File: src/rtl/uart_pkg.sv
// Shared UART definitions: FSM states, parity encodings and frame-length helper.
// Used by the transmit serializer and the future receiver.
package uart_pkg;

  typedef enum logic [2:0] {
    IDLE,
    SYNC,
    START,
    DATA,
    PARITY,
    STOP
  } uart_state_t;

  localparam int PAR_NONE = 0;
  localparam int PAR_ODD  = 1;
  localparam int PAR_EVEN = 2;

  // Number of baud periods from the start bit through the last stop bit.
  function automatic int frame_ticks(input int data_bits, input int parity, input int stop_bits);
    return 1 + data_bits + ((parity != PAR_NONE) ? 1 : 0) + stop_bits;
  endfunction

endpackage

File: src/rtl/uart_tx_serializer.sv
// UART transmit serializer: shifts out start, data (LSB first), optional parity
// and stop bits, advancing one bit per baud_tick from the upstream prescaler.
module uart_tx_serializer #(
  parameter int DATA_BITS = 8,
  parameter int PARITY    = 0,
  parameter int STOP_BITS = 1
) (
  input  logic                 clock,
  input  logic                 reset_n,
  input  logic                 baud_tick,
  input  logic [DATA_BITS-1:0] tx_data,
  input  logic                 tx_valid,
  output logic                 tx_ready,
  output logic                 tx,
  output logic                 busy,
  output logic                 tx_done
);

  import uart_pkg::*;

  localparam int                CNT_W     = $clog2(DATA_BITS + 1);
  localparam logic [CNT_W-1:0]  LAST_BIT  = CNT_W'(DATA_BITS - 1);
  localparam logic              STOP_LAST = (STOP_BITS == 2);

  uart_state_t          state_q, state_d;
  logic [DATA_BITS-1:0] shift_q, shift_d;
  logic [CNT_W-1:0]     bit_cnt_q, bit_cnt_d;
  logic                 stop_cnt_q, stop_cnt_d;
  logic                 par_q, par_d;
  logic                 tx_q, tx_d;
  logic                 ready_q, ready_d;
  logic                 busy_q, busy_d;
  logic                 done_q, done_d;

  // Every output comes straight from a flop so the serial line cannot glitch.
  always_ff @(posedge clock or negedge reset_n) begin
    if (!reset_n) begin
      state_q    <= IDLE;
      shift_q    <= '0;
      bit_cnt_q  <= '0;
      stop_cnt_q <= 1'b0;
      par_q      <= 1'b0;
      tx_q       <= 1'b1;
      ready_q    <= 1'b1;
      busy_q     <= 1'b0;
      done_q     <= 1'b0;
    end else begin
      state_q    <= state_d;
      shift_q    <= shift_d;
      bit_cnt_q  <= bit_cnt_d;
      stop_cnt_q <= stop_cnt_d;
      par_q      <= par_d;
      tx_q       <= tx_d;
      ready_q    <= ready_d;
      busy_q     <= busy_d;
      done_q     <= done_d;
    end
  end

  // tx_d is the line value for the bit period that begins after this edge.
  always_comb begin
    state_d    = state_q;
    shift_d    = shift_q;
    bit_cnt_d  = bit_cnt_q;
    stop_cnt_d = stop_cnt_q;
    par_d      = par_q;
    tx_d       = tx_q;
    ready_d    = ready_q;
    busy_d     = busy_q;
    done_d     = 1'b0;

    case (state_q)
      IDLE: begin
        tx_d = 1'b1;
        if (tx_valid && ready_q) begin
          state_d = SYNC;
          shift_d = tx_data;
          par_d   = (PARITY == PAR_ODD) ? ~(^tx_data) : ^tx_data;
          busy_d  = 1'b1;
          ready_d = 1'b0;
        end
      end

      // Waiting for a fresh tick keeps the start bit a full period long.
      SYNC: begin
        if (baud_tick) begin
          state_d = START;
          tx_d    = 1'b0;
        end
      end

      START: begin
        if (baud_tick) begin
          state_d   = DATA;
          tx_d      = shift_q[0];
          bit_cnt_d = '0;
        end
      end

      DATA: begin
        if (baud_tick) begin
          shift_d   = shift_q >> 1;
          bit_cnt_d = bit_cnt_q + 1'b1;
          if (bit_cnt_q == LAST_BIT) begin
            if (PARITY != PAR_NONE) begin
              state_d = uart_pkg::PARITY;
              tx_d    = par_q;
            end else begin
              state_d    = STOP;
              tx_d       = 1'b1;
              stop_cnt_d = 1'b0;
            end
          end else begin
            tx_d = shift_q[1];
          end
        end
      end

      uart_pkg::PARITY: begin
        if (baud_tick) begin
          state_d    = STOP;
          tx_d       = 1'b1;
          stop_cnt_d = 1'b0;
        end
      end

      STOP: begin
        tx_d = 1'b1;
        if (baud_tick) begin
          if (stop_cnt_q == STOP_LAST) begin
            state_d = IDLE;
            done_d  = 1'b1;
            busy_d  = 1'b0;
            ready_d = 1'b1;
          end else begin
            stop_cnt_d = stop_cnt_q + 1'b1;
          end
        end
      end

      default: begin
        state_d = IDLE;
        tx_d    = 1'b1;
        ready_d = 1'b1;
        busy_d  = 1'b0;
      end
    endcase
  end

  assign tx       = tx_q;
  assign tx_ready = ready_q;
  assign busy     = busy_q;
  assign tx_done  = done_q;

endmodule

File: config.mk
export PLATFORM = sky130hd
export DESIGN_NAME = uart_tx_serializer
export DESIGN_NICKNAME = d
export VERILOG_FILES = /design/src/rtl/uart_pkg.sv /design/src/rtl/uart_tx_serializer.sv
export SDC_FILE = /design/constraint.sdc
export NUM_CORES = 1
export LEC_CHECK = 0
export ABC_AREA = 1
export BUFFER_PORTS_ARGS = -buffer_cell sky130_fd_sc_hd__buf_2
export CORE_MARGIN = 2
export CORE_UTILIZATION = 59
export DETAILED_ROUTE_END_ITERATION = 7
export HOLD_SLACK_MARGIN = 0.03
export PLACE_DENSITY = 0.82
export SLEW_MARGIN = 20
export SYNTH_ARGS = -nofsm -noshare
export SYNTH_HDL_FRONTEND = slang
export SYNTH_SLANG_ARGS = --single-unit
File: constraint.sdc
create_clock -name clock -period 2.7 [get_ports clock]
set_input_delay 0.54 -clock clock [delete_from_list [all_inputs] [get_ports clock]]
set_output_delay 0.54 -clock clock [all_outputs]
set_load 0.02 [all_outputs]
* Word level (Yosys, flattened, before mapping)
Index checks and enable logic that the tools add are counted.
** Word-level totals
- Bits in registers :: 20
- Input port bits :: 12
- Output and inout bits :: 4
- Word-level logic and storage cells :: 74
** Operators by class
- Add/subtract/negate cells :: 2
- Eq/ne operators :: 14
- Muxes and demuxes :: 37
- Bitwise gates (word level) :: 1
- Reduce and logical (&&, ||, !) cells :: 12
** Operators with widths (number)
- 2-to-1 mux 3 bit :: 8
- 2-to-1 mux 1 bit :: 18
- one-hot mux 3 bit (6 select lines) :: 1
- 2-to-1 mux 8 bit :: 2
- != test 2 bit, second input constant :: 8
- one-hot mux 8 bit (2 select lines) :: 1
- one-hot mux 1 bit (3 select lines) :: 3
- 2-to-1 mux 4 bit :: 2
- one-hot mux 4 bit (2 select lines) :: 1
- AND reduction 4 bit :: 2
- AND reduction 8 bit :: 1
- == test 3 x 2 -> 1 bit, second input constant :: 2
- == test 3 bit, second input constant :: 2
- AND reduction 3 bit :: 2
- AND reduction 5 bit :: 1
- adder 4 x 1 -> 4 bit, second input constant :: 1
- == test 4 x 3 -> 1 bit, second input constant :: 1
- one-hot mux 1 bit (4 select lines) :: 1
- nonzero test 2 bit :: 2
- OR reduction 4 bit :: 1
- == test 3 x 1 -> 1 bit, second input constant :: 1
- zero test 3 bit :: 1
- nonzero test 3 bit :: 1
- adder 1 bit, second input constant :: 1
- other kinds (2) :: 2

* Longest topological paths before layout
Gate-level depths: netlist (run 1).
- Depth after elaboration :: 4
- Gate-level depth with buffers :: 8
- Depth with buffers taken out :: 7

* Worst setup path before layout (run 1)
Ideal clock, no wire load.
- Kind :: register to register
- Start point :: register state_q[1]
- End point :: register shift_q[7]
- Library setup time :: 118 ps
- Arrival :: 1116 ps
- Required time :: 2582 ps
- Slack :: 1466 ps
- Cell stages (with the launch flop) :: 8
- Clock period less this slack :: 1234 ps
- Cells stage by stage :: dfrtp_1 buf_6 nor2_2 nand2_1 nand2_4 nand2_4 nand2_1 nand2_1
** Between the ends
- Longest elaborated chain between the ends :: 3
** Ends and longest elaborated chain
- start: declaration :: RTL line uart_tx_serializer.sv:25 : uart_state_t state_q, state_d;
- start signal: assignment :: RTL line uart_tx_serializer.sv:48 : state_q <= state_d;
- == test 3 x 2 -> 1 bit or zero test 3 bit (tied branches)
- != test 2 bit (no line) or nonzero test 2 bit (tied branches)
- AND reduction 3 bit (no line)
- end signal: assignment :: RTL line uart_tx_serializer.sv:49 : shift_q <= shift_d;
- end: declaration :: RTL line uart_tx_serializer.sv:26 : logic [DATA_BITS-1:0] shift_q, shift_d;
Several ways; a longest one is shown, not always the timed one.
A chain may end at the register's enable or synchronous reset.

* Final worst setup path (run 1)
- Start point :: register state_q[1]
- End point :: register shift_q[1]
Same word-level chain as after synthesis.

==> reports/summary.txt, run 1 <==
WS Path Type: reg -> reg
First-pass GRT wire length: 3753 um
Routability cong.: 0.8525
Worst-Margin Slew: 0.5239 ns
Avg Inst Size Synth: 7.490 um2
CP endpoint kind: flip-flop
Clock root buffer: clkbuf_4
DIE WIDTH: 47.20 um
Wirelength per Cell: 12.31 um
Final ANT Viol Nets: 0
Register area share after synthesis: 43.41%
Number of enable flip-flop cells after synthesis: 0
Clock insertion delay at the later pin of the skew report: 0.30 ns
Clock sinks: 19
HP Class: in -> async
Power Total: 0.4538 mW
FP Rows: 15
Final clock skew: 0.002128 ns
Area growth from synthesis to layout: 8.409%
Share of cells above drive strength 1: 18.52%
Startpoint Class: flip-flop
Largest net degree at the start of global routing: 20
Peak VDD IR: 0.2576 mV
Drt pass-1 iters: 4
Worst Path Required: 2.90 ns
Setup TNS: 0 ns
Crit path time final: 1.682 ns
DRC Markers: 0
Max Slew Vio Count: 0
Synth area leaders: dfrtp_1 39%, nand2_1 23%, nand3_1 6.4%
Post-CTS Setup Bufs: 0
Post-synth ARST share: 100.0%
Post-CTS Resized: 0
Total CTS buffers: 3
Main flop type after synthesis: dfrtp_1
Cts hold-fix bufs: 0
Syn nets: 160
Dpl ws: 1.040 ns
Endpoints failing hold: 0
Initial antenna violation count: 0
Post-synth top area cell: dfrtp_1
Post-Layout Cell Count: 187
Mapped Area: 1101 um2
Nets@finish: 176
WP data arrival: 1.88 ns
Vias in the first global route: 873
Leakage: 0.6171 nW
Worst-path fanout max: 12
Status: complete, no violations
RSZ-0062 raised after global routing: false
Via density: 5.348
Global Route Usage Sum: 24.39%
#FFs+latches synth: 19
Most common cell in the netlist: nand2_1
Starting density of the core: 63.08%
Most frequent cells after synthesis: 67 x nand2_1, 17 x dfrtp_1, 14 x nand3_1
CTS tree: done
CORE AREA: 1745 um2
Vias: 1,000
Fin Hold WS: 0.1574 ns
Count of final setup violators: 0
Setup ws final: 1.018 ns
Cells after synthesis: 147
Max-capacitance violation count: 0
Grt total ovfl: 0
Fmax: 0.5945 GHz
CTS Buffer Depth: 2
# fillers: 155
Chip Height: 47.20 um
Post-DP HPWL: 1670 um
Period utilization: 62.30%
Top cell type's share of synthesized area: 38.64%
Die area: 2228 um2
Htree depth: 1
# diodes: 0
Pwr/cell area: 380.2 nW/um2
I/O pins: 16
Yosys cell types: 22
Clock slew at reported path FFs: 0.11 ns
I/O Buffers: 15
Routed WL: 2302 um
Iter 0 DRT Violations: 37
Max-slew headroom: 65.03%
Synthesis Warnings: 0
Cells after DPL: 183
==> area by class of cell <==
| type | instances | area (um2) | area share (%) |
|---|---|---|---|
| multi-input combinational | 114 | 544.3 | 45.60 |
| sequential | 19 | 478.0 | 40.04 |
| clock buffer | 3 | 22.52 | 1.887 |
| tap | 25 | 31.28 | 2.621 |
| timing repair buffer | 15 | 75.07 | 6.289 |
| clock inverter | 1 | 5.005 | 0.4193 |
| inverter | 10 | 37.54 | 3.145 |
==> path summary, 6_finish.rpt <==
path,from,end,slack (ns),depth (start not counted)
max,state_q[1]$_DFFE_PN0P_,shift_q[1]$_DFFE_PN0P_,1.02,7
min reg2reg,tx$_DFFE_PN1P_,tx$_DFFE_PN1P_,0.50,2
min,reset_n,shift_q[2]$_DFFE_PN0P_,0.16,1
min in group clock,tx_data[7],shift_q[7]$_DFFE_PN0P_,0.48,3
max in group asynchronous,reset_n,tx_ready$_DFFE_PN1P_,2.21,1
max reg2reg,state_q[1]$_DFFE_PN0P_,shift_q[1]$_DFFE_PN0P_,1.02,7
==> stage by stage <==
stage	util [%]	area (um2)
floorplan	-	1101
global placement	66.81	1166
detailed placement	66.81	1166
CTS	68.39	1194
global route	68.39	1194
finish	68.39	1194
==> registers in the layout, indices dropped and copies added, names as in the netlist <==
name and cells:
shift_q 8, tx_ready 1, state_q 3, tx_done 1
busy 1, tx 1, bit_cnt_q 4
==> worst max-delay path, cell delays in order (launching register included) <==
cell     delay (ns)
dfrtp_1        0.49
nand2_1        0.10
nor2_2         0.42
nand2_1        0.19
nand2_4        0.16
nand2_4        0.09
nand2_1        0.07
nand2_1        0.06
==> cell families (layout without fill, tap and decap cells) <==
logic type	Yosys count	in the layout	synth area share (%)
adder cells (fa/ha/maj)	1	1	1.136
AND/OR/NAND/NOR	104	104	43.64
AO/OA/AOI/OAI	9	9	4.659
flip-flops	19	19	43.41
buffers and inverters	14	29	7.159
==> cells in the final DEF, fill, tap and decap left out, types with 3 or more instances in the layout <==
| cell | n |
|---|---|
| buf_2 | 15 |
| clkbuf_4 | 3 |
| dfrtp_1 | 17 |
| inv_1 | 9 |
| nand2_1 | 67 |
| nand2_4 | 3 |
| nand3_1 | 14 |
| nand4_1 | 7 |
| nor2_1 | 6 |
| o21ai_0 | 4 |
==> report_power, final <==
group	internal [mW]	switching [mW]	leakage (nW)
registers	0.285	0.000528	0.220
clock network	0.0552	0.0914	0.0177
logic	0.00853	0.0129	0.380
total	0.349	0.105	0.617
==> metal layers <==
| metal | vias to the layer above | track usage [%] | part of all wire (%) |
|---|---|---|---|
| li1 | 505 | - | - |
| met1 | 456 | 31.82 | 44 |
| met2 | 30 | 37.53 | 48 |
| met3 | 9 | 6.154 | 5.4 |
| met4 | 0 | 12.22 | 2.8 |
| met5 | - | 0 | 0 |
Note: power is estimated with default switching activity, not from simulation.
==> run 2: changes to the inputs <==
--- a/config.mk
+++ b/config.mk
@@ -8,10 +8,10 @@
 export ABC_AREA = 1
 export BUFFER_PORTS_ARGS = -buffer_cell sky130_fd_sc_hd__buf_2
 export CORE_MARGIN = 2
-export CORE_UTILIZATION = 59
+export CORE_UTILIZATION = 50
 export DETAILED_ROUTE_END_ITERATION = 7
 export HOLD_SLACK_MARGIN = 0.03
-export PLACE_DENSITY = 0.82
+export PLACE_DENSITY = 0.74
 export SLEW_MARGIN = 20
 export SYNTH_ARGS = -nofsm -noshare
 export SYNTH_HDL_FRONTEND = slang
==> constraint.sdc (replaced) <==
create_clock -name clock -period 1.5 [get_ports clock]
set_input_delay 0.3 -clock clock [delete_from_list [all_inputs] [get_ports clock]]
set_output_delay 0.3 -clock clock [all_outputs]
set_load 0.02 [all_outputs]
==> reports/summary.txt, run 2 (synthesis results as in run 1) <==
Status: complete, no violations
Worst-Margin Slew: 0.4204 ns (-0.1035 ns)
Routed WL: 2225 um (-3.3%)
Max-capacitance violation count: 0 (unchanged)
First-pass GRT wire length: 3988 um (+6.3%)
Chip Height: 50.93 um (+7.9%)
Drt pass-1 iters: 4 (unchanged)
Post-DP HPWL: 1634 um (-2.2%)
Max-slew headroom: 71.97% (+6.9 points)
Biggest register: shift_q
Int Pwr: 0.6299 mW (+80%)
Clock insertion delay at the later pin of the skew report: 0.29 ns (about the same)
FP Rows: 16 (+1)
Vias in the first global route: 923 (+5.7%)
Clk network pwr share: 32.2% (about the same)
Via density: 5.078 (-5.0%)
CP endpoint kind: flip-flop
Vias: 975 (-2.5%)
Most common cell after layout, fill and taps aside: nand2_1
Worst reg2reg setup slack: 0.13 ns (-0.89 ns)
Clock slew at reported path FFs: 0.11 ns (about the same)
Max Slew Vio Count: 0 (unchanged)
Multi-input combinational cell area: 544.3 um2 (unchanged)
Commonest non-fill, non-tap cells in the layout: 67 x nand2_1, 16 x dfrtp_1, 15 x buf_2
Endpoints failing hold: 0 (unchanged)
Pwr/cell area: 670.4 nW/um2 (+76%)
Post-CTS Setup Bufs: 0 (unchanged)
Count of final setup violators: 0 (unchanged)
WP data arrival: 1.56 ns (-0.32 ns)
I/O pins: 16 (unchanged)
Crit path time final: 1.368 ns (-0.3141 ns)
Peak VDD IR: 0.4422 mV (+72%)
Biggest regs: shift_q (8), bit_cnt_q (4), state_q (3)
DRC Markers: 0 (unchanged)
# diodes: 0 (unchanged)
Max reg flops: 8 (unchanged)
Grt total ovfl: 0 (unchanged)
CORE AREA: 2022 um2 (+16%)
Combinational share of power: 5.0% (+0.3 points)
WS Path Type: reg -> reg
Clock root buffer: clkbuf_4
Iter 0 DRT Violations: 43 (+16%)
Worst path slowest cell: dfrtp_1
Startpoint Class: flip-flop
Sw frac: 23.14% (+0.055 points)
Largest stage delay on the critical path: 0.48 ns (about the same)
Final clock skew: 0.006302 ns (+0.004174 ns)
Htree depth: 1 (unchanged)
Final ANT Viol Nets: 0 (unchanged)
Leakage: 0.6305 nW (+2.2%)
Wirelength per Cell: 11.59 um (-5.9%)
Final core occ: 60.46% (-7.9 points)
CTS tree: done
Starting density of the core: 54.46% (-8.6 points)
Clock sinks: 19 (unchanged)
Register area: 479.2 um2 (+0.26%)
DIE WIDTH: 50.93 um (+7.9%)
Fmax: 0.7310 GHz (+23%)
# fillers: 184 (+19%)
Global Route Usage Sum: 20.14% (-4.2 points)
Routability cong.: 0.8212 (-3.7%)
Worst-path fanout max: 9 (-3)
RSZ-0062 raised after global routing: false
Seq pwr share: 62.8% (-0.2 points)
Period utilization: 91.20% (+29 points)
Setup TNS: 0 ns (unchanged)
Die area: 2593 um2 (+16%)
Initial antenna violation count: 0 (unchanged)
Share of cells above drive strength 1: 20.00% (+1.5 points)
Cells along the critical path: inv_1 -> nand2_1 -> nand2_4 -> nand2_4 -> nand2_1 -> nand2_1
Worst Path Required: 1.69 ns (-1.21 ns)
I/O Buffers: 15 (unchanged)
Largest net degree at the start of global routing: 20 (unchanged)
CTS Buffer Depth: 2 (unchanged)
HP Class: in -> reg
Most frequent cell on the critical path: nand2_1
Area growth from synthesis to layout: 11.02%
Psw: 0.1896 mW (+81%)
Nets@finish: 179 (+1.7%)
Total CTS buffers: 3 (unchanged)
-- run 2: per-stage QoR --
step           setup WS, ns  instances  instance area, um2  power [mW]  hold WS [ns]
2_1_floorplan        0.2659        147                1101      0.5366      0.004409
3_3_place_gp         0.1603        187                1184      0.5634        0.2639
3_5_place_dp         0.1462        187                1184      0.5646        0.2686
4_1_cts              0.1221        192                1221      0.8326        0.2338
5_1_grt             0.02354        192                1222      0.8579        0.2405
6_report             0.1320        192                1222      0.8195        0.2436
-- run 2: final cells by class --
type / count / area share [%]
multi-input cells: 114 / 44.52
clock inverters: 1 / 0.4094
flip-flops and latches: 19 / 39.20
clock buffers: 3 / 1.842
well taps: 27 / 2.764
inverters: 10 / 3.071
repair buffers: 18 / 8.188
-- run 2: worst max-delay path: cells and delay by family, from the launching register on --
kind / cells / cell delay [ns]
AND/OR/NAND/NOR: 5 / 0.55
flip-flops: 1 / 0.48
buffers and inverters: 1 / 0.24
-- run 2: timing repair --
action	CTS	global route
setup endpoints to repair	0	2
gates resized for setup	0	1
hold buffers	1	0
hold endpoints to repair	17	0
-- run 2: power by group through the flow --
stage	clock [mW]	sequential [mW]	combinational [mW]
2_1_floorplan	0	0.524	0.0123
3_3_place_gp	0	0.524	0.0391
3_5_place_dp	0	0.524	0.0402
4_1_cts	0.275	0.515	0.0424
5_1_grt	0.294	0.515	0.0489
6_report	0.264	0.515	0.0411
-- run 2: final timing paths --
check,from,end,depth (start not counted)
worst min register to register,tx$_DFFE_PN1P_,tx$_DFFE_PN1P_,2
worst min-delay path,tx_data[7],shift_q[7]$_DFFE_PN0P_,3
worst max-delay path,state_q[2]$_DFFE_PN0P_,shift_q[7]$_DFFE_PN0P_,6
min in group asynchronous,reset_n,bit_cnt_q[2]$_DFFE_PN0P_,2
max in group asynchronous,reset_n,tx_ready$_DFFE_PN1P_,2
worst max register to register,state_q[2]$_DFFE_PN0P_,shift_q[7]$_DFFE_PN0P_,6
-- run 2: layer usage --
layer / track usage (%) / share of wire (%)
met5: 0 / 0
met4: 4.054 / 0.63
met3: 3.509 / 4.2
met1: 26.37 / 50
met2: 34.85 / 45
==> run 3: changes to the inputs <==
--- a/config.mk
+++ b/config.mk
@@ -8,10 +8,10 @@
 export ABC_AREA = 1
 export BUFFER_PORTS_ARGS = -buffer_cell sky130_fd_sc_hd__buf_2
 export CORE_MARGIN = 2
-export CORE_UTILIZATION = 50
+export CORE_UTILIZATION = 55
 export DETAILED_ROUTE_END_ITERATION = 7
 export HOLD_SLACK_MARGIN = 0.03
-export PLACE_DENSITY = 0.74
+export PLACE_DENSITY = 0.77
 export SLEW_MARGIN = 20
 export SYNTH_ARGS = -nofsm -noshare
 export SYNTH_HDL_FRONTEND = slang
==> constraint.sdc (replaced) <==
create_clock -name clock -period 1.3 [get_ports clock]
set_input_delay 0.26 -clock clock [delete_from_list [all_inputs] [get_ports clock]]
set_output_delay 0.26 -clock clock [all_outputs]
set_load 0.02 [all_outputs]
==> reports/summary.txt, run 3 (synthesis results as in run 1) <==
Most common cell after layout, fill and taps aside: nand2_1
Post-Layout Cell Count: 205 (+6.8%)
Clock insertion delay at the later pin of the skew report: 0.30 ns (about the same)
Power Total: 0.9515 mW (+16%)
Grt total ovfl: 0 (unchanged)
Leakage: 0.7082 nW (+12%)
Final core occ: 71.68% (+11 points)
Max reg flops: 8 (unchanged)
DRC Markers: 0 (unchanged)
Crit path time final: 1.303 ns (-0.06515 ns)
Max-capacitance violation count: 0 (unchanged)
Worst Path Required: 1.50 ns (-0.19 ns)
Worst reg2reg setup slack: -0.003 ns (-0.13 ns)
Drt pass-1 iters: 4 (unchanged)
Fin Hold WS: 0.1871 ns (-0.05644 ns)
Seq pwr share: 62.4% (-0.4 points)
Initial antenna violation count: 0 (unchanged)
Clock root buffer: clkbuf_4
Status: complete, but fails checks
CTS tree: done
Pwr/cell area: 690.7 nW/um2 (+3.0%)
Fmax: 0.7676 GHz (+5.0%)
Cells after DPL: 193 (+3.2%)
Failing checks: negative setup slack
Total CTS buffers: 3 (unchanged)
Worst-path fanout max: 7 (-2)
Count of final setup violators: 1 (+1)
CORE AREA: 1922 um2 (-5.0%)
Psw: 0.2191 mW (+16%)
CTS Buffer Depth: 2 (unchanged)
Clock sinks: 19 (unchanged)
Largest net degree at the start of global routing: 20 (unchanged)
Clk network pwr share: 32.4% (+0.2 points)
Area growth from synthesis to layout: 25.11%
Vias: 1,093 (+12%)
First-pass GRT wire length: 4002 um (+0.35%)
# diodes: 0 (unchanged)
Setup ws final: -0.002803 ns (-0.1349 ns)
Peak VDD IR: 0.5791 mV (+31%)
Final clock skew: 0.005306 ns (-0.0009962 ns)
Chip Height: 48.74 um (-4.3%)
Critical path origin: state_q[0]$_DFFE_PN0P_
Biggest regs: shift_q (8), bit_cnt_q (4), state_q (3)
Clock slew at reported path FFs: 0.11 ns (about the same)
WP data arrival: 1.50 ns (-0.06 ns)
Biggest register: shift_q
Commonest non-fill, non-tap cells in the layout: 62 x nand2_1, 14 x nand3_1, 14 x dfrtp_1, 14 x buf_2, 13 x buf_4
I/O pins: 16 (unchanged)
Nets@finish: 192 (+7.3%)
DIE WIDTH: 48.74 um (-4.3%)
Routability cong.: 0.8411 (+2.4%)
HP Class: in -> reg
Final ANT Viol Nets: 0 (unchanged)
Share of cells above drive strength 1: 31.46% (+11 points)
Vias in the first global route: 961 (+4.1%)
Htree depth: 1 (unchanged)
RSZ-0062 raised after global routing: true
Sw frac: 23.03% (-0.11 points)
Global Route Usage Sum: 21.37% (+1.2 points)
Worst-Margin Slew: 0.4315 ns (+0.01111 ns)
Endpoints failing hold: 0 (unchanged)
FP Rows: 16 (unchanged)
Starting density of the core: 57.29% (+2.8 points)
WS Path Type: reg -> reg
Combinational share of power: 5.1% (about the same)
CP endpoint kind: flip-flop
Routed WL: 2587 um (+16%)
Period utilization: 100.2% (+9.0 points)
Die area: 2376 um2 (-8.4%)
Min-delay src: tx_data[7]
Startpoint Class: flip-flop
Worst r2r src: state_q[0]$_DFFE_PN0P_
Int Pwr: 0.7324 mW (+16%)
Via density: 5.332 (+5.0%)
I/O Buffers: 15 (unchanged)
Max Slew Vio Count: 0 (unchanged)
Iter 0 DRT Violations: 57 (+33%)
Wirelength per Cell: 12.62 um (+8.9%)
Max-slew headroom: 71.23% (-0.74 points)
Post-DP HPWL: 1628 um (-0.34%)
-- run 3: cell types whose count changed in the layout (fill, tap and decap cells not counted), sizes merged --
| cell | before | now |
|---|---|---|
| nand3 | 16 | 17 |
| buf | 17 | 28 |
| nand2 | 71 | 72 |
| clkinv | 1 | 0 |
| clkbuf | 3 | 4 |
-- run 3: power by group through the flow --
stage               Clock [mW]  Combinational [mW]  Sequential [mW]
finish                   0.309              0.0489            0.594
CTS                      0.309              0.0476            0.594
detailed placement           0              0.0452            0.605
global route             0.326              0.0569            0.594
global placement             0              0.0446            0.605
floorplan                    0              0.0142            0.605
-- run 3: path summary, 6_finish.rpt --
kind	endpoint	depth (start not counted)
max	shift_q[1]$_DFFE_PN0P_	5
min	shift_q[7]$_DFFE_PN0P_	3
max reg2reg	shift_q[1]$_DFFE_PN0P_	5
min reg2reg	tx$_DFFE_PN1P_	2
max in group asynchronous	tx$_DFFE_PN1P_	2
min in group asynchronous	shift_q[7]$_DFFE_PN0P_	2
-- run 3: layout make-up --
cell class	count	area [um2]
multi-input cells	116	606.8
inverters	10	40.04
flip-flops and latches	19	481.7
fillers	162	544.3
clock buffers	4	26.28
repair buffers	29	188.9
well taps	27	33.78
-- run 3: metal layers --
metal	share of wire (%)	track usage (%)	vias to the layer above
met4	1.3	8.571	0
met1	42	28.80	496
met5	0	0	-
li1	-	-	545
met2	51	34.25	46
met3	5.4	3.704	6
-- run 3: what timing repair did --
action / 4_1_cts / 5_1_grt
endpoints found under the hold margin: 17 / 0
pin swaps: 0 / 4
buffers inserted: 0 / 5
endpoints found under the setup margin: 11 / 14
resized for setup: 1 / 19
hold buffers: 1 / 0
gates cloned: 0 / 2
-- run 3: metrics by stage --
step	cell area (um2)	setup TNS (ns)	worst slack [ns]
6_report	1378	-0.002803	-0.002803
4_1_cts	1270	0	0.003250
2_1_floorplan	1101	0	0.06588
3_5_place_dp	1229	-0.0002948	-0.0002948
3_3_place_gp	1229	0	0.05250
5_1_grt	1378	-0.1192	-0.04851
-- run 3: worst max-delay path, cell delays in order (launching register included) --
cell and delay, ns:
dfrtp_2 0.47, nor2_4 0.22, nand3_4 0.16, buf_4 0.18, nand3_1 0.10, nand2_1 0.07
